===== config.mk =====
export PLATFORM = sky130hd
export DESIGN_NAME = ntsc_packer
export DESIGN_NICKNAME = d
export VERILOG_FILES = /design/src/rtl/ntsc_packer.sv
export SDC_FILE = /design/constraint.sdc
export NUM_CORES = 1
export LEC_CHECK = 0
export CORE_ASPECT_RATIO = 1.2
export CORE_MARGIN = 2
export CORE_UTILIZATION = 54
export CTS_CLUSTER_DIAMETER = 200
export CTS_CLUSTER_SIZE = 8
export DETAILED_ROUTE_END_ITERATION = 8
export HOLD_SLACK_MARGIN = 0.03
export PLACE_DENSITY = 0.75
export SKIP_CTS_REPAIR_TIMING = 1
export SYNTH_ARGS = -nofsm -noshare
export SYNTH_HDL_FRONTEND = slang
export SYNTH_SLANG_ARGS = --single-unit

===== constraint.sdc =====
create_clock -name clock -period 5.27 [get_ports clock]
set_clock_uncertainty 0.15 [all_clocks]
set_input_delay 0.7905 -clock clock [delete_from_list [all_inputs] [get_ports clock]]
set_output_delay 0.7905 -clock clock [all_outputs]
set_load 0.05 [all_outputs]

===== src/rtl/ntsc_packer.sv =====
// ntsc_packer: packs decoded pixel pairs into memory words, buffers them in a FIFO,
// drives the ntsc_flag/done_ntsc write handshake and pads short frames to FRAME_WORDS.
module ntsc_packer #(
  parameter int PIXEL_W      = 18,
  parameter int MEM_W        = 36,
  parameter int IMAGE_WIDTH  = 640,
  parameter int IMAGE_HEIGHT = 480,
  parameter int FRAME_WORDS  = IMAGE_WIDTH * IMAGE_HEIGHT / 2,
  parameter int CNT_W        = 18,
  parameter int FIFO_DEPTH   = 8
) (
  input  logic               clock,
  input  logic               reset,
  input  logic               pixel_valid,
  input  logic [PIXEL_W-1:0] pixel,
  input  logic               sof,
  output logic               ntsc_flag,
  output logic [MEM_W-1:0]   ntsc_pixel,
  input  logic               done_ntsc,
  output logic               frame_flag,
  output logic               overflow_err,
  output logic               pad_err,
  output logic [2:0]         debug_state
);

  localparam int AW = $clog2(FIFO_DEPTH);

  localparam logic [2:0] ST_IDLE  = 3'd0;
  localparam logic [2:0] ST_CAPT  = 3'd1;
  localparam logic [2:0] ST_PAD   = 3'd2;
  localparam logic [2:0] ST_DRAIN = 3'd3;
  localparam logic [2:0] ST_DONE  = 3'd4;

  localparam logic [AW:0]        FULL_CNT  = (AW+1)'(FIFO_DEPTH);
  localparam logic [CNT_W-1:0]   FRAME_CNT = CNT_W'(FRAME_WORDS);
  localparam logic [MEM_W-1:0]   ZERO_WORD = {MEM_W{1'b0}};

  logic [2:0]         r_state;
  logic               r_half;
  logic [PIXEL_W-1:0] r_even;
  logic [CNT_W-1:0]   r_word_cnt;
  logic               r_overflow_err;
  logic               r_pad_err;
  logic [MEM_W-1:0]   r_mem [FIFO_DEPTH];
  logic [AW-1:0]      r_wr_ptr;
  logic [AW-1:0]      r_rd_ptr;
  logic [AW:0]        r_count;

  logic               w_empty;
  logic               w_full;
  logic               w_pop;
  logic               w_push;
  logic               w_accept;
  logic [MEM_W-1:0]   w_push_word;
  logic [CNT_W-1:0]   w_cnt_inc;

  assign w_empty   = (r_count == {(AW+1){1'b0}});
  assign w_full    = (r_count == FULL_CNT);
  assign w_pop     = done_ntsc && !w_empty;
  assign w_accept  = w_push && (!w_full || w_pop);
  assign w_cnt_inc = r_word_cnt + CNT_W'(1);

  assign ntsc_flag    = !w_empty;
  assign ntsc_pixel   = w_empty ? ZERO_WORD : r_mem[r_rd_ptr];
  assign frame_flag   = (r_state == ST_DONE);
  assign overflow_err = r_overflow_err;
  assign pad_err      = r_pad_err;
  assign debug_state  = r_state;

  // A push request is a completed pixel pair in CAPT or a zero word in PAD.
  always_comb begin
    w_push      = 1'b0;
    w_push_word = ZERO_WORD;
    case (r_state)
      ST_CAPT: begin
        if (pixel_valid && !sof && r_half) begin
          w_push      = 1'b1;
          w_push_word = {r_even, pixel};
        end else begin
          w_push      = 1'b0;
        end
      end
      ST_PAD: begin
        if (r_word_cnt != FRAME_CNT) begin
          w_push = 1'b1;
        end else begin
          w_push = 1'b0;
        end
      end
      default: w_push = 1'b0;
    endcase
  end

  always_ff @(posedge clock or negedge reset) begin
    if (!reset) begin
      r_state        <= ST_IDLE;
      r_half         <= 1'b0;
      r_even         <= {PIXEL_W{1'b0}};
      r_word_cnt     <= {CNT_W{1'b0}};
      r_overflow_err <= 1'b0;
      r_pad_err      <= 1'b0;
    end else begin
      if (w_push && !w_accept) begin
        r_overflow_err <= 1'b1;
      end
      case (r_state)
        ST_IDLE: begin
          if (pixel_valid && sof) begin
            r_even     <= pixel;
            r_half     <= 1'b1;
            r_word_cnt <= {CNT_W{1'b0}};
            r_state    <= ST_CAPT;
          end
        end
        ST_CAPT: begin
          if (pixel_valid) begin
            if (sof) begin
              // Interrupted frame: drop the half pair and pad out the remainder.
              r_pad_err <= 1'b1;
              r_half    <= 1'b0;
              r_state   <= ST_PAD;
            end else if (!r_half) begin
              r_even <= pixel;
              r_half <= 1'b1;
            end else begin
              r_half <= 1'b0;
            end
          end
          if (w_accept) begin
            r_word_cnt <= w_cnt_inc;
            if (w_cnt_inc == FRAME_CNT) begin
              r_state <= ST_DRAIN;
            end
          end
        end
        ST_PAD: begin
          if (r_word_cnt == FRAME_CNT) begin
            r_state <= ST_DRAIN;
          end else if (w_accept) begin
            r_word_cnt <= w_cnt_inc;
            if (w_cnt_inc == FRAME_CNT) begin
              r_state <= ST_DRAIN;
            end
          end
        end
        ST_DRAIN: begin
          if (w_empty) begin
            r_state <= ST_DONE;
          end
        end
        ST_DONE: r_state <= ST_IDLE;
        default: r_state <= ST_IDLE;
      endcase
    end
  end

  // FIFO bookkeeping; a pop frees the slot a same-cycle push lands in.
  always_ff @(posedge clock or negedge reset) begin
    if (!reset) begin
      r_wr_ptr <= {AW{1'b0}};
      r_rd_ptr <= {AW{1'b0}};
      r_count  <= {(AW+1){1'b0}};
    end else begin
      if (w_accept) begin
        r_wr_ptr <= r_wr_ptr + AW'(1);
      end
      if (w_pop) begin
        r_rd_ptr <= r_rd_ptr + AW'(1);
      end
      if (w_accept && !w_pop) begin
        r_count <= r_count + (AW+1)'(1);
      end else if (!w_accept && w_pop) begin
        r_count <= r_count - (AW+1)'(1);
      end else begin
        r_count <= r_count;
      end
    end
  end

  always_ff @(posedge clock) begin
    if (w_accept) begin
      r_mem[r_wr_ptr] <= w_push_word;
    end
  end

endmodule


# Yosys cells after proc, flatten, opt, wreduce, memory -nomap -nowiden
# Memory sizes are Yosys's and may differ from the RTL's.
# Cells that the tools add are included.
totals:
  regBits: 52
  ram_bits: 288
  input_bits: 23
  memories: 1
classes:
  addsub: 5
  n_eq_ne: 16
  muxes: 34
  reduce_logical: 24
memory_table:
  columns: ["memory", "words", "word_bits", "rd", "rd_clocked_by_memory_dff", "wr", "line", "rtl"]
  rows:
  - ["r_mem", 8, 36, 1, 0, 1, "44", "logic [MEM_W-1:0] r_mem [FIFO_DEPTH];"]
op_table:
  columns: ["cell", "n"]
  rows:
  - ["two-way mux 18 bit", 7]
  - ["two-way mux 36 bit", 3]
  - ["one-hot mux 18 bit (3 select lines)", 1]
  - ["equality test 18 bit, second input constant", 2]
  - ["one-hot mux 18 bit (2 select lines)", 1]
  - ["two-way mux 3 bit", 9]
  - ["adder 18 x 1 -> 18 bit, second input constant", 1]
  - ["!= test 18 bit, second input constant", 1]
  - ["!= test 2 bit, second input constant", 6]
  - ["one-hot mux 3 bit (4 select lines)", 1]
  - ["AND reduction 3 bit", 3]
  - ["logical AND 1 bit", 8]
  - ["two-way mux 1 bit", 8]
  - ["two-way mux 4 bit", 2]
  - ["adder 3 x 1 -> 3 bit, second input constant", 2]
  - ["equality test 3 x 2 -> 1 bit, second input constant", 2]
  - ["!= test 3 bit, second input constant", 2]
  - ["logical NOT 1 bit", 5]
  - ["AND reduction 5 bit", 1]
  - ["adder 4 x 1 -> 4 bit, second input constant", 1]
  - ["equality test 4 bit, second input constant", 1]
  - ["logical NOT 4 bit", 1]
  - ["one-hot mux 1 bit (2 select lines)", 2]
  - ["AND reduction 4 bit", 1]
  - ["7 further kinds", 8]

# Depth between registers and ports, before layout
# Gate-level depths: netlist (run 1).
logic_depth:
  ltp_word: 10
  ltp_mapped: 16

# Worst setup path after synthesis (run 1)
# OpenSTA, ideal clock, no wires.
synth_path:
  path_kind: "in2reg"
  from: "input port pixel_valid"
  to: "memory r_mem[4][0] (enable)"
  setup_ps: 532
  t_arrival_ps: 5422
  t_required_ps: 4588
  slack_ps: -835
  stages: 5
  n_path_buf: 1
  cell_sequence: "nand2b_1 > or4_1 > a21o_1 > buf_6 > nor4b_1"
synth_via:
  elab_chain_cells: 7
synth_lines:
  columns: ["item", "line", "rtl"]
  rows:
  - ["start: declaration", "14", "input logic pixel_valid,"]
  - ["logical AND 1 bit (2 in a row)", "76", "if (pixel_valid && !sof && r_half) begin"]
  - ["two-way mux 1 bit", "76", null]
  - ["one-hot mux 1 bit (2 select lines)", "74", "case (r_state)"]
  - ["logical AND 1 bit", "60", "assign w_accept = w_push && (!w_full || w_pop);"]
  - ["two-way mux 1 bit", "181", "if (w_accept) begin"]
  - ["two-way mux 1 bit (not written as such)", "182", "r_mem[r_wr_ptr] <= w_push_word;"]
  - ["end: declaration", "44", null]
# Every way passes these cells.

# Worst setup path in the final report (run 1)
layout_path:
  from: "register r_rd_ptr[0]"
  to: "output port ntsc_pixel[15]"
layout_via:
  elab_chain_cells: 2
layout_lines:
  columns: ["item", "line", "rtl"]
  rows:
  - ["start: declaration", "46", "logic [AW-1:0] r_rd_ptr;"]
  - ["start signal: assignment", "161", "r_rd_ptr <= {AW{1'b0}};"]
  - ["start signal: assignment", "168", "r_rd_ptr <= r_rd_ptr + AW'(1);"]
  - ["memory read (8 x 36 bit)", null, null]
  - ["two-way mux 36 bit", "64", "assign ntsc_pixel = w_empty ? ZERO_WORD : r_mem[r_rd_ptr];"]
  - ["end: declaration", "18", "output logic [MEM_W-1:0] ntsc_pixel,"]
# Every way passes these cells.

==> results.py, run 1 <==
metrics = {
    "global_route": {
        "grt_pass1_vias": 7860,
        "antenna_found_initial": 1,
        "grt_pass1_wl_mm": 45.4,
        "grt_start_max_net_pins": 53,
        "grt_use_total_pct": 22.3,
        "gr-total-overflow": 0,
    },
    "logic_synthesis": {
        "ys_async_sr_fraction_pct": 15.3,
        "postSynthCellCount": 764,
        "syn_avg_cell_area_um2": 18.2,
        "synth_fp_nets": 795,
        "synth_area_um2": 13900,
        "synth_edf_count": 288,
        "synth_area_leaders": "edfxtp_1 62%, mux4_2 12%, dfrtp_1 9.4%",
        "yosysWarnings": 0,
        "synth_top_area_share_pct": 62.2,
        "synth_top_area_cell": "edfxtp_1",
        "ys_types": 54,
        "seq_area_frac_synth_pct": 71.5,
        "synth_ff_type": "edfxtp_1",
        "ys_ff_latch": 340,
    },
    "route": {
        "dr_total_vias": 7437,
        "highest-signal-layer": "met4",
        "wl_met2_mm": 15.5,
        "wl_mm": 29.4,
        "wl_met1_mm": 11.7,
        "vias_per_cell": 6.08,
        "dr.pass1.iters": 5,
        "post_drt_wl_per_cell_um": 24.0,
        "drc": 0,
        "antenna_left": 0,
        "dr_wl_met3_mm": 1.74,
        "drt_iter0_markers": 629,
    },
    "timing": {
        "setup_slack_ns": 0.960,
        "slew_violations": 0,
        "fin_hold_ws_ns": 0.241,
        "fmax_ghz": 0.232,
        "post-route-min-period_ns": 4.31,
        "tightest_slew_ns": 1.01,
        "maxSlewHeadroom_pct": 32.5,
        "finalHoldViolations": 0,
        "rsz0062_at_grt": "false",
        "period_share_pct": 81.8,
        "finalSetupViolCount": 0,
    },
    "place": {
        "placed_area_um2": 15000,
        "io_buffers": 65,
        "gp_congestion": 0.830,
        "dp_slack_ns": 0.933,
        "hpwl_mm": 17.0,
    },
    "clock_tree": {
        "numCtsBuffers": 48,
        "clkSlewWorstSetupHoldPaths_ns": 0.05,
        "clk_latency_ns": 0.53,
        "clock-sinks": 340,
        "clk_path_buf_depth": 3,
        "ctsRootBufferMaster": "clkbuf_16",
        "cts_tree": "built",
        "htreeDepth": 2,
    },
    "power_and_ir_drop": {
        "power.leakage_nw": 5.84,
        "powerDensity_nw_per_um2": 628,
        "peakVddDrop_v": 0.000460,
    },
    "layout": {
        "final_nets": 886,
        "fin_util_pct": 64.8,
        "area_growth_pct": 18.2,
        "drive_gt1_share_pct": 20.8,
        "stdcell_area_um2": 16400,
    },
    "floorplan": {
        "dieArea_um2": 27100,
        "start_util_pct": 54.8,
        "die_w_um": 151,
        "io_pins": 66,
        "die_y_um": 180,
        "row_count": 64,
        "core_um2": 25400,
    },
    "status": {
        "outcome": "completed",
    },
    "setup_path": {
        "crit_family": "buffers and inverters",
        "slowest_stage": "dfrtp_4",
        "ff2ff_setup_slack_ns": 1.30,
        "cp_num_buf_inv": 2,
        "crit_type": "reg -> out",
        "endpoint_kind": "primary output",
        "worstPathMaxFanout": 33,
        "required_ns": 4.33,
        "rr_worst_depth": 13,
        "cp_cell_sequence": "buf_12 > mux4_2 > mux2i_1 > nor2_1 > clkdlybuf4s50_1",
        "r2r_start": "r_word_cnt[7]$_DFFE_PN0P_",
        "cp-start-kind": "flop",
        "r2r-end": "r_count[3]$_DFFE_PN0P_",
        "slowest_delay_ns": 0.85,
        "arrival_ns": 3.37,
    },
    "min_path": {
        "min_path_type": "in -> async",
    },
    "run": {
        "maxCapViolCount": 0,
    },
}
[report_power, final]
group	switching, mW	internal (mW)	leakage (nW)
combinational	2.18	1.48	1.75
clock	1.06	1.81	0.680
sequential	0.398	3.40	3.41
total	3.64	6.69	5.84
[final cells by class]
cell class | instances | area (µm²)
Sequential cell | 340 | 9960
Fill cell | 1689 | 8930
Multi-Input combinational cell | 373 | 3810
Clock buffer | 86 | 1390
Timing Repair Buffer | 84 | 801
Tap cell | 330 | 413
Clock inverter | 2 | 46.3
Inverter | 8 | 32.5
Antenna cell | 1 | 2.50
[state kept, by name (all words and copies together), names as in the netlist]
name and count:
r_word_cnt 18, overflow_err 1, r_wr_ptr 3, r_mem 288, r_half 1, pad_err 1, r_count 4, debug_state 3
r_even 18, r_rd_ptr 3
[synth_stat cells (2+ instances only)]
| cell type | instances |
|---|---|
| a311oi_1 | 6 |
| nand3b_1 | 2 |
| nand3_1 | 4 |
| and4_1 | 2 |
| nor2b_1 | 3 |
| mux2i_1 | 37 |
| nand4_1 | 4 |
| nor4b_1 | 2 |
| ha_1 | 7 |
| dfrtp_1 | 52 |
| or4_1 | 2 |
| a31oi_1 | 9 |
| buf_6 | 5 |
| nor3b_1 | 4 |
| nor2_1 | 53 |
| nor4_1 | 6 |
| a21o_1 | 2 |
| a211oi_1 | 4 |
| xnor2_1 | 8 |
| a21oi_1 | 11 |
| nor3_2 | 3 |
| and3_1 | 6 |
| inv_1 | 7 |
| edfxtp_1 | 288 |
| o21ai_0 | 4 |
| a41oi_1 | 4 |
| o21bai_1 | 3 |
| mux4_2 | 72 |
| nand2b_1 | 2 |
| nand4b_1 | 2 |
| or3_1 | 2 |
| mux2_2 | 22 |
| xor2_1 | 4 |
| nor3_1 | 12 |
| and2_1 | 38 |
| nand2_1 | 18 |
| clkbuf_1 | 24 |
| buf_1 | 14 |
[routing by layer]
metal,track usage (%),vias up
li1,-,3233
met1,30.0,3899
met2,37.6,266
met3,4.21,39
met4,5.74,0
met5,0,-
[worst register-to-register path, stage by stage, from the launching register on]
cell and delay, ns:
dfrtp_1 0.46, or3_1 0.39, or4_1 0.52, nor2_1 0.17
a21o_1 0.46, inv_4 0.24, ha_1 0.30, inv_1 0.12
ha_1 0.26, a21o_1 0.20, a21oi_1 0.21, xnor2_1 0.16
nor2_1 0.07, xor2_1 0.14
[metrics by stage]
step | TNS, ns | instances | total power [mW]
2_1_floorplan | -0.798 | 764 | 6.39
3_3_place_gp | 0 | 1135 | 7.44
3_5_place_dp | 0 | 1135 | 7.54
4_1_cts | 0 | 1223 | 10.4
5_1_grt | 0 | 1223 | 10.7
6_report | 0 | 1224 | 10.3
[cell usage in the layout (no fill, tap or decap), types with 6 or more instances in the layout]
cell type / n
xnor2_1: 8
inv_1: 7
edfxtp_1: 288
a31oi_1: 9
and3_1: 6
nand2_1: 18
and2_1: 38
ha_1: 7
nor3_2: 6
buf_4: 18
mux4_2: 72
nor2_1: 52
clkbuf_1: 36
mux2i_1: 37
a311oi_1: 6
clkdlybuf4s50_1: 64
dfrtp_1: 49
mux2_2: 22
clkbuf_16: 50
nor3_1: 9
a21oi_1: 11
[logic make-up (layout without fill, tap and decap cells)]
group / after synthesis / in the layout / share of synthesized area [%]
flops: 340 / 340 / 71.5
simple gates: 170 / 170 / 6.56
mux: 131 / 131 / 16.1
compound gates: 52 / 52 / 2.64
buf+inv: 51 / 180 / 1.66
xor+xnor: 12 / 12 / 0.755
fa+ha+maj: 8 / 8 / 0.773
other cells: 0 / 1 / 0
[how the worst max path moves through the flow]
| stage | startpoint | endpoint | slack [ns] | cells after the start |
|---|---|---|---|---|
| floorplan | pixel_valid | r_mem[3][0]$_DFFE_PP_ | -0.02 | 8 |
| global placement | pixel_valid | r_count[3]$_DFFE_PN0P_ | 1.14 | 13 |
| detailed placement | pixel_valid | r_count[3]$_DFFE_PN0P_ | 0.93 | 13 |
| CTS | r_rd_ptr[0]$_DFFE_PN0P_ | ntsc_pixel[22] | 0.90 | 5 |
| global route | r_rd_ptr[0]$_DFFE_PN0P_ | ntsc_pixel[28] | 0.79 | 5 |
| finish | r_rd_ptr[0]$_DFFE_PN0P_ | ntsc_pixel[15] | 0.96 | 5 |
Note: power is estimated with default switching activity, not from simulation.
==> inputs of run 2 (changes only) <==
Settings changed: CORE_UTILIZATION 54 to 55, PLACE_DENSITY 0.75 to 0.74.
Clock period 5.27 ns to 4.1 ns, I/O delays scaled along.
==> run 2 against run 1 <==
Critical path depth unchanged. Wire length increased by 1.4%. Sequential share of layout area decreased by 0.49 points. Final area increased by 0.81%. Combinational power increased by 36%. Non-clock buffer count increased by 8. Sequential cell count unchanged. Via count increased by 0.27%. Register-to-register slack got worse by 0.63 ns. Clock-buffer cell count decreased by 10. Worst hold slack improved by 0.088 ns. Die area decreased by 1.8%.
==> results.py, run 2 (same netlist as run 1, synthesis figures left out) <==
metrics = {
    "timing": {
        "fmax_ghz": 0.264,
        "tightest_slew_ns": 0.722,
        "fin_hold_ws_ns": 0.329,
        "rsz0062_at_grt": "false",
        "setup_slack_ns": 0.319,
        "finalSetupViolCount": 0,
        "maxSlewHeadroom_pct": 51.5,
        "finalHoldViolations": 0,
        "period_share_pct": 92.2,
        "post-route-min-period_ns": 3.78,
        "slew_violations": 0,
        "setup_tns_ns": 0,
    },
    "route": {
        "dr_total_vias": 7457,
        "dr.pass1.iters": 5,
        "antenna_left": 0,
        "drc": 0,
        "post_drt_wl_per_cell_um": 24.5,
        "wl_mm": 29.8,
        "drt_iter0_markers": 682,
        "vias_per_cell": 6.13,
    },
    "layout": {
        "multi_input_area_um2": 3840,
        "fill_cells": 1637,
        "fin_util_pct": 67.0,
        "diodes": 0,
        "top_register": "r_mem",
        "largest_register_ffs": 288,
        "area_growth_pct": 19.2,
        "reg_top3": "r_mem: 288 flops, r_even: 18 flops, r_word_cnt: 18 flops",
        "drive_gt1_share_pct": 21.6,
        "register_area_um2": 9960,
        "layout_common_cells": "288 x edfxtp_1, 72 x mux4_2, 64 x clkdlybuf4s50_1, 52 x nor2_1",
        "stdcell_area_um2": 16600,
        "final_common_cell": "edfxtp_1",
        "final_nets": 894,
        "fin_cells": 1217,
    },
    "floorplan": {
        "die_y_um": 178,
        "dieArea_um2": 26600,
        "io_pins": 66,
        "row_count": 63,
        "start_util_pct": 56.2,
        "die_w_um": 149,
        "core_um2": 24800,
    },
    "setup_path": {
        "ff2ff_setup_slack_ns": 0.67,
        "cp-start-kind": "flop",
        "endpoint_kind": "primary output",
        "required_ns": 3.34,
        "rr_worst_depth": 13,
        "worstPathMaxFanout": 24,
        "r2r-end": "r_count[3]$_DFFE_PN0P_",
        "crit_type": "reg -> out",
        "arrival_ns": 3.02,
        "r2r_start": "r_word_cnt[7]$_DFFE_PN0P_",
    },
    "run": {
        "maxCapViolCount": 0,
    },
    "global_route": {
        "grt_start_max_net_pins": 38,
        "grt_pass1_vias": 7917,
        "antenna_found_initial": 0,
        "grt_pass1_wl_mm": 45.6,
        "gr-total-overflow": 0,
        "grt_use_total_pct": 23.2,
    },
    "clock_tree": {
        "clk_latency_ns": 0.53,
        "cts_tree": "built",
        "clk_path_buf_depth": 3,
        "ctsRootBufferMaster": "clkbuf_16",
        "clock-sinks": 340,
        "htreeDepth": 2,
        "clkSlewWorstSetupHoldPaths_ns": 0.05,
        "numCtsBuffers": 48,
    },
    "place": {
        "placed_area_um2": 15200,
        "gp_congestion": 0.858,
        "dp_slack_ns": 0.469,
        "hpwl_mm": 16.8,
        "io_buffers": 65,
        "place_inst": 1137,
    },
    "power_and_ir_drop": {
        "peakVddDrop_v": 0.000602,
        "powerDensity_nw_per_um2": 806,
        "power.leakage_nw": 5.90,
        "power_mw": 13.4,
    },
    "min_path": {
        "hold_path_end": "pad_err$_DFFE_PN0P_",
        "hold_depth": 1,
        "min_from": "pad_err$_DFFE_PN0P_",
        "min_path_type": "reg -> reg",
    },
    "status": {
        "outcome": "completed",
    },
}
-- run 2: cell types whose count changed in the layout (fill, tap and decap cells not counted), moves of 2 or more --
cell      previous run  this run
nor3_2               6         3
buf_4               18        16
clkbuf_1            36        27
buf_12               1        10
nor3_4               0         3
inv_6                0         2
-- run 2: layout make-up --
class | instances | area share (%)
clock inverters | 3 | 0.287
inverters | 8 | 0.196
clock buffers | 76 | 8.01
flip-flops and latches | 340 | 60.0
multi-input cells | 373 | 23.1
repair buffers | 92 | 5.89
well taps | 325 | 2.45
-- run 2: how the worst max path moves through the flow --
stage	from	to	slack, ns
floorplan	debug_state[1]$_DFFE_PN0P_	r_mem[4][0]$_DFFE_PP_	-0.21
global placement	pixel_valid	r_count[3]$_DFFE_PN0P_	0.59
detailed placement	pixel_valid	r_count[3]$_DFFE_PN0P_	0.47
CTS	r_rd_ptr[1]$_DFFE_PN0P_	ntsc_pixel[33]	0.29
global route	r_rd_ptr[1]$_DFFE_PN0P_	ntsc_pixel[33]	0.21
finish	r_rd_ptr[1]$_DFFE_PN0P_	ntsc_pixel[27]	0.32
-- run 2: power by group --
part           switching, mW  internal, mW  total, mW
sequential             0.405          4.37       4.78
combinational           2.98          2.01       4.99
clock                   1.35          2.25       3.60
total                   4.73          8.64       13.4
-- run 2: routing by layer --
metal	vias up	GRT usage [%]	routed length [µm]
li1	3227	-	-
met1	3906	31.0	11900
met2	279	39.9	15400
met3	45	3.94	1980
met4	0	6.19	498
met5	-	0	0
-- run 2: critical path, stage by stage, from the launching register on --
cell and delay [ns]:
dfrtp_2 0.69, buf_4 0.44, mux4_2 0.36, mux2i_1 0.18, nor2_1 0.08, clkdlybuf4s50_1 0.72
==> inputs of run 3 (changes only) <==
Settings changed: CELL_PAD_IN_SITES_DETAIL_PLACEMENT set to 0, CELL_PAD_IN_SITES_GLOBAL_PLACEMENT set to 1, CORE_UTILIZATION 55 to 52, HOLD_SLACK_MARGIN 0.03 to 0.15, PLACE_DENSITY 0.74 to unset, PLACE_DENSITY_LB_ADDON set to 0.1.
==> run 3 against run 2 <==
Setup slack got worse by 0.026 ns. Sequential cell count did not move. Via count fell by 2.1%. Combinational power barely moved. Non-clock buffer count rose by 4. Worst hold slack got worse by 0.23 ns. Highest routed layer is now met5. Critical path depth did not move. Maximum frequency fell by 0.67%. Core utilization fell by 3.9 points.
==> results.py, run 3 (same netlist as run 1, synthesis figures left out) <==
metrics = {
    "layout": {
        "reg_top3": "r_mem: 288 flops, r_even: 18 flops, r_word_cnt: 18 flops",
        "final_common_cell": "edfxtp_1",
        "layout_common_cells": "288 x edfxtp_1, 72 x mux4_2, 64 x clkdlybuf4s50_1, 52 x nor2_1",
        "largest_register_ffs": 288,
        "drive_gt1_share_pct": 22.0,
        "fin_util_pct": 63.1,
        "area_growth_pct": 19.1,
        "multi_input_area_um2": 3840,
        "diodes": 0,
        "fin_cells": 1230,
        "final_nets": 898,
        "top_register": "r_mem",
        "fill_cells": 1850,
        "register_area_um2": 9960,
    },
    "power_and_ir_drop": {
        "power.leakage_nw": 5.91,
        "peakVddDrop_v": 0.000473,
        "powerDensity_nw_per_um2": 804,
    },
    "timing": {
        "rsz0062_at_grt": "false",
        "period_share_pct": 92.9,
        "finalHoldViolations": 0,
        "finalSetupViolCount": 0,
        "maxSlewHeadroom_pct": 31.9,
        "fmax_ghz": 0.263,
        "post-route-min-period_ns": 3.81,
        "slew_violations": 0,
        "tightest_slew_ns": 1.02,
    },
    "clock_tree": {
        "cts_tree": "built",
        "clkSlewWorstSetupHoldPaths_ns": 0.05,
        "clk_latency_ns": 0.54,
        "clock-sinks": 340,
        "ctsRootBufferMaster": "clkbuf_16",
        "clk_path_buf_depth": 3,
        "numCtsBuffers": 48,
        "htreeDepth": 2,
    },
    "global_route": {
        "grt_pass1_vias": 7923,
        "grt_use_total_pct": 22.0,
        "grt_start_max_net_pins": 42,
        "antenna_found_initial": 2,
        "gr-total-overflow": 0,
        "grt_pass1_wl_mm": 46.6,
    },
    "setup_path": {
        "required_ns": 3.34,
        "worstPathMaxFanout": 34,
        "arrival_ns": 3.04,
        "cp-start-kind": "flop",
        "rr_worst_depth": 13,
        "endpoint_kind": "primary output",
        "crit_type": "reg -> out",
    },
    "route": {
        "post_drt_wl_per_cell_um": 24.5,
        "dr.pass1.iters": 4,
        "antenna_left": 0,
        "vias_per_cell": 5.94,
        "wl_met1_mm": 12.5,
        "drt_iter0_markers": 423,
        "highest-signal-layer": "met5",
        "drc": 0,
        "wl_met2_mm": 15.4,
        "dr_total_vias": 7303,
        "wl_mm": 30.1,
        "dr_wl_met3_mm": 1.67,
    },
    "floorplan": {
        "dieArea_um2": 28100,
        "die_y_um": 183,
        "die_w_um": 153,
        "start_util_pct": 53.0,
        "row_count": 65,
        "core_um2": 26300,
        "io_pins": 66,
    },
    "place": {
        "gp_congestion": 0.815,
        "io_buffers": 65,
        "place_inst": 1152,
        "hpwl_mm": 18.1,
    },
    "min_path": {
        "min_path_type": "in -> async",
    },
    "run": {
        "maxCapViolCount": 0,
    },
    "status": {
        "outcome": "completed",
    },
}
[run 3: cell count changes in the layout (fill, tap and decap cells not counted)]
cell and change:
buf_12 -4, inv_16 +1, dlygate4sd3_1 -1, inv_6 -2, buf_4 +9
[run 3: where the power goes]
group	switching [mW]	internal [mW]
clock network	1.34	2.25
registers	0.367	4.37
logic	3.00	1.99
[run 3: worst max-delay path, stage by stage (launching register included)]
cell             delay (ns)
dfrtp_4                0.58
buf_12                 0.32
mux4_2                 0.55
mux2i_1                0.25
nor2_1                 0.07
clkdlybuf4s50_1        0.71
[run 3: final timing paths]
check / from / endpoint / slack [ns]
worst min register to register: pad_err$_DFFE_PN0P_ / pad_err$_DFFE_PN0P_ / 0.33
max in group asynchronous: reset / r_even[5]$_DFFE_PN0P_ / 2.88
worst min-delay path: reset / r_word_cnt[17]$_DFFE_PN0P_ / 0.10
worst max register to register: r_word_cnt[7]$_DFFE_PN0P_ / r_count[3]$_DFFE_PN0P_ / 0.73
worst max-delay path: r_rd_ptr[0]$_DFFE_PN0P_ / ntsc_pixel[13] / 0.29
min in group clock: pad_err$_DFFE_PN0P_ / pad_err$_DFFE_PN0P_ / 0.33
[run 3: stage by stage]
step | hold WS [ns] | setup WS [ns] | power [mW] | TNS (ns) | cell area [µm²]
2_1_floorplan | 0.169 | -0.213 | 8.21 | -13.47 | 13900
3_3_place_gp | 0.315 | 0.560 | 9.76 | 0 | 15200
3_5_place_dp | 0.325 | 0.541 | 9.86 | 0 | 15200
4_1_cts | 0.139 | 0.212 | 13.5 | 0 | 16600
5_1_grt | 0.179 | 0.145 | 13.9 | 0 | 16600
6_report | 0.101 | 0.293 | 13.3 | 0 | 16600
[run 3: cell type report]
class / count / area share (%)
sequential: 340 / 60.1
multi-input combinational: 373 / 23.2
clock buffer: 76 / 8.01
timing repair buffer: 96 / 5.75
tap: 335 / 2.53
clock inverter: 2 / 0.302
inverter: 8 / 0.196
[run 3: routing by layer]
metal / track usage [%] / vias up
met5: 0 / -
met2: 37.9 / 212
met1: 29.1 / 3793
met3: 4.35 / 50
li1: - / 3244
met4: 5.52 / 4
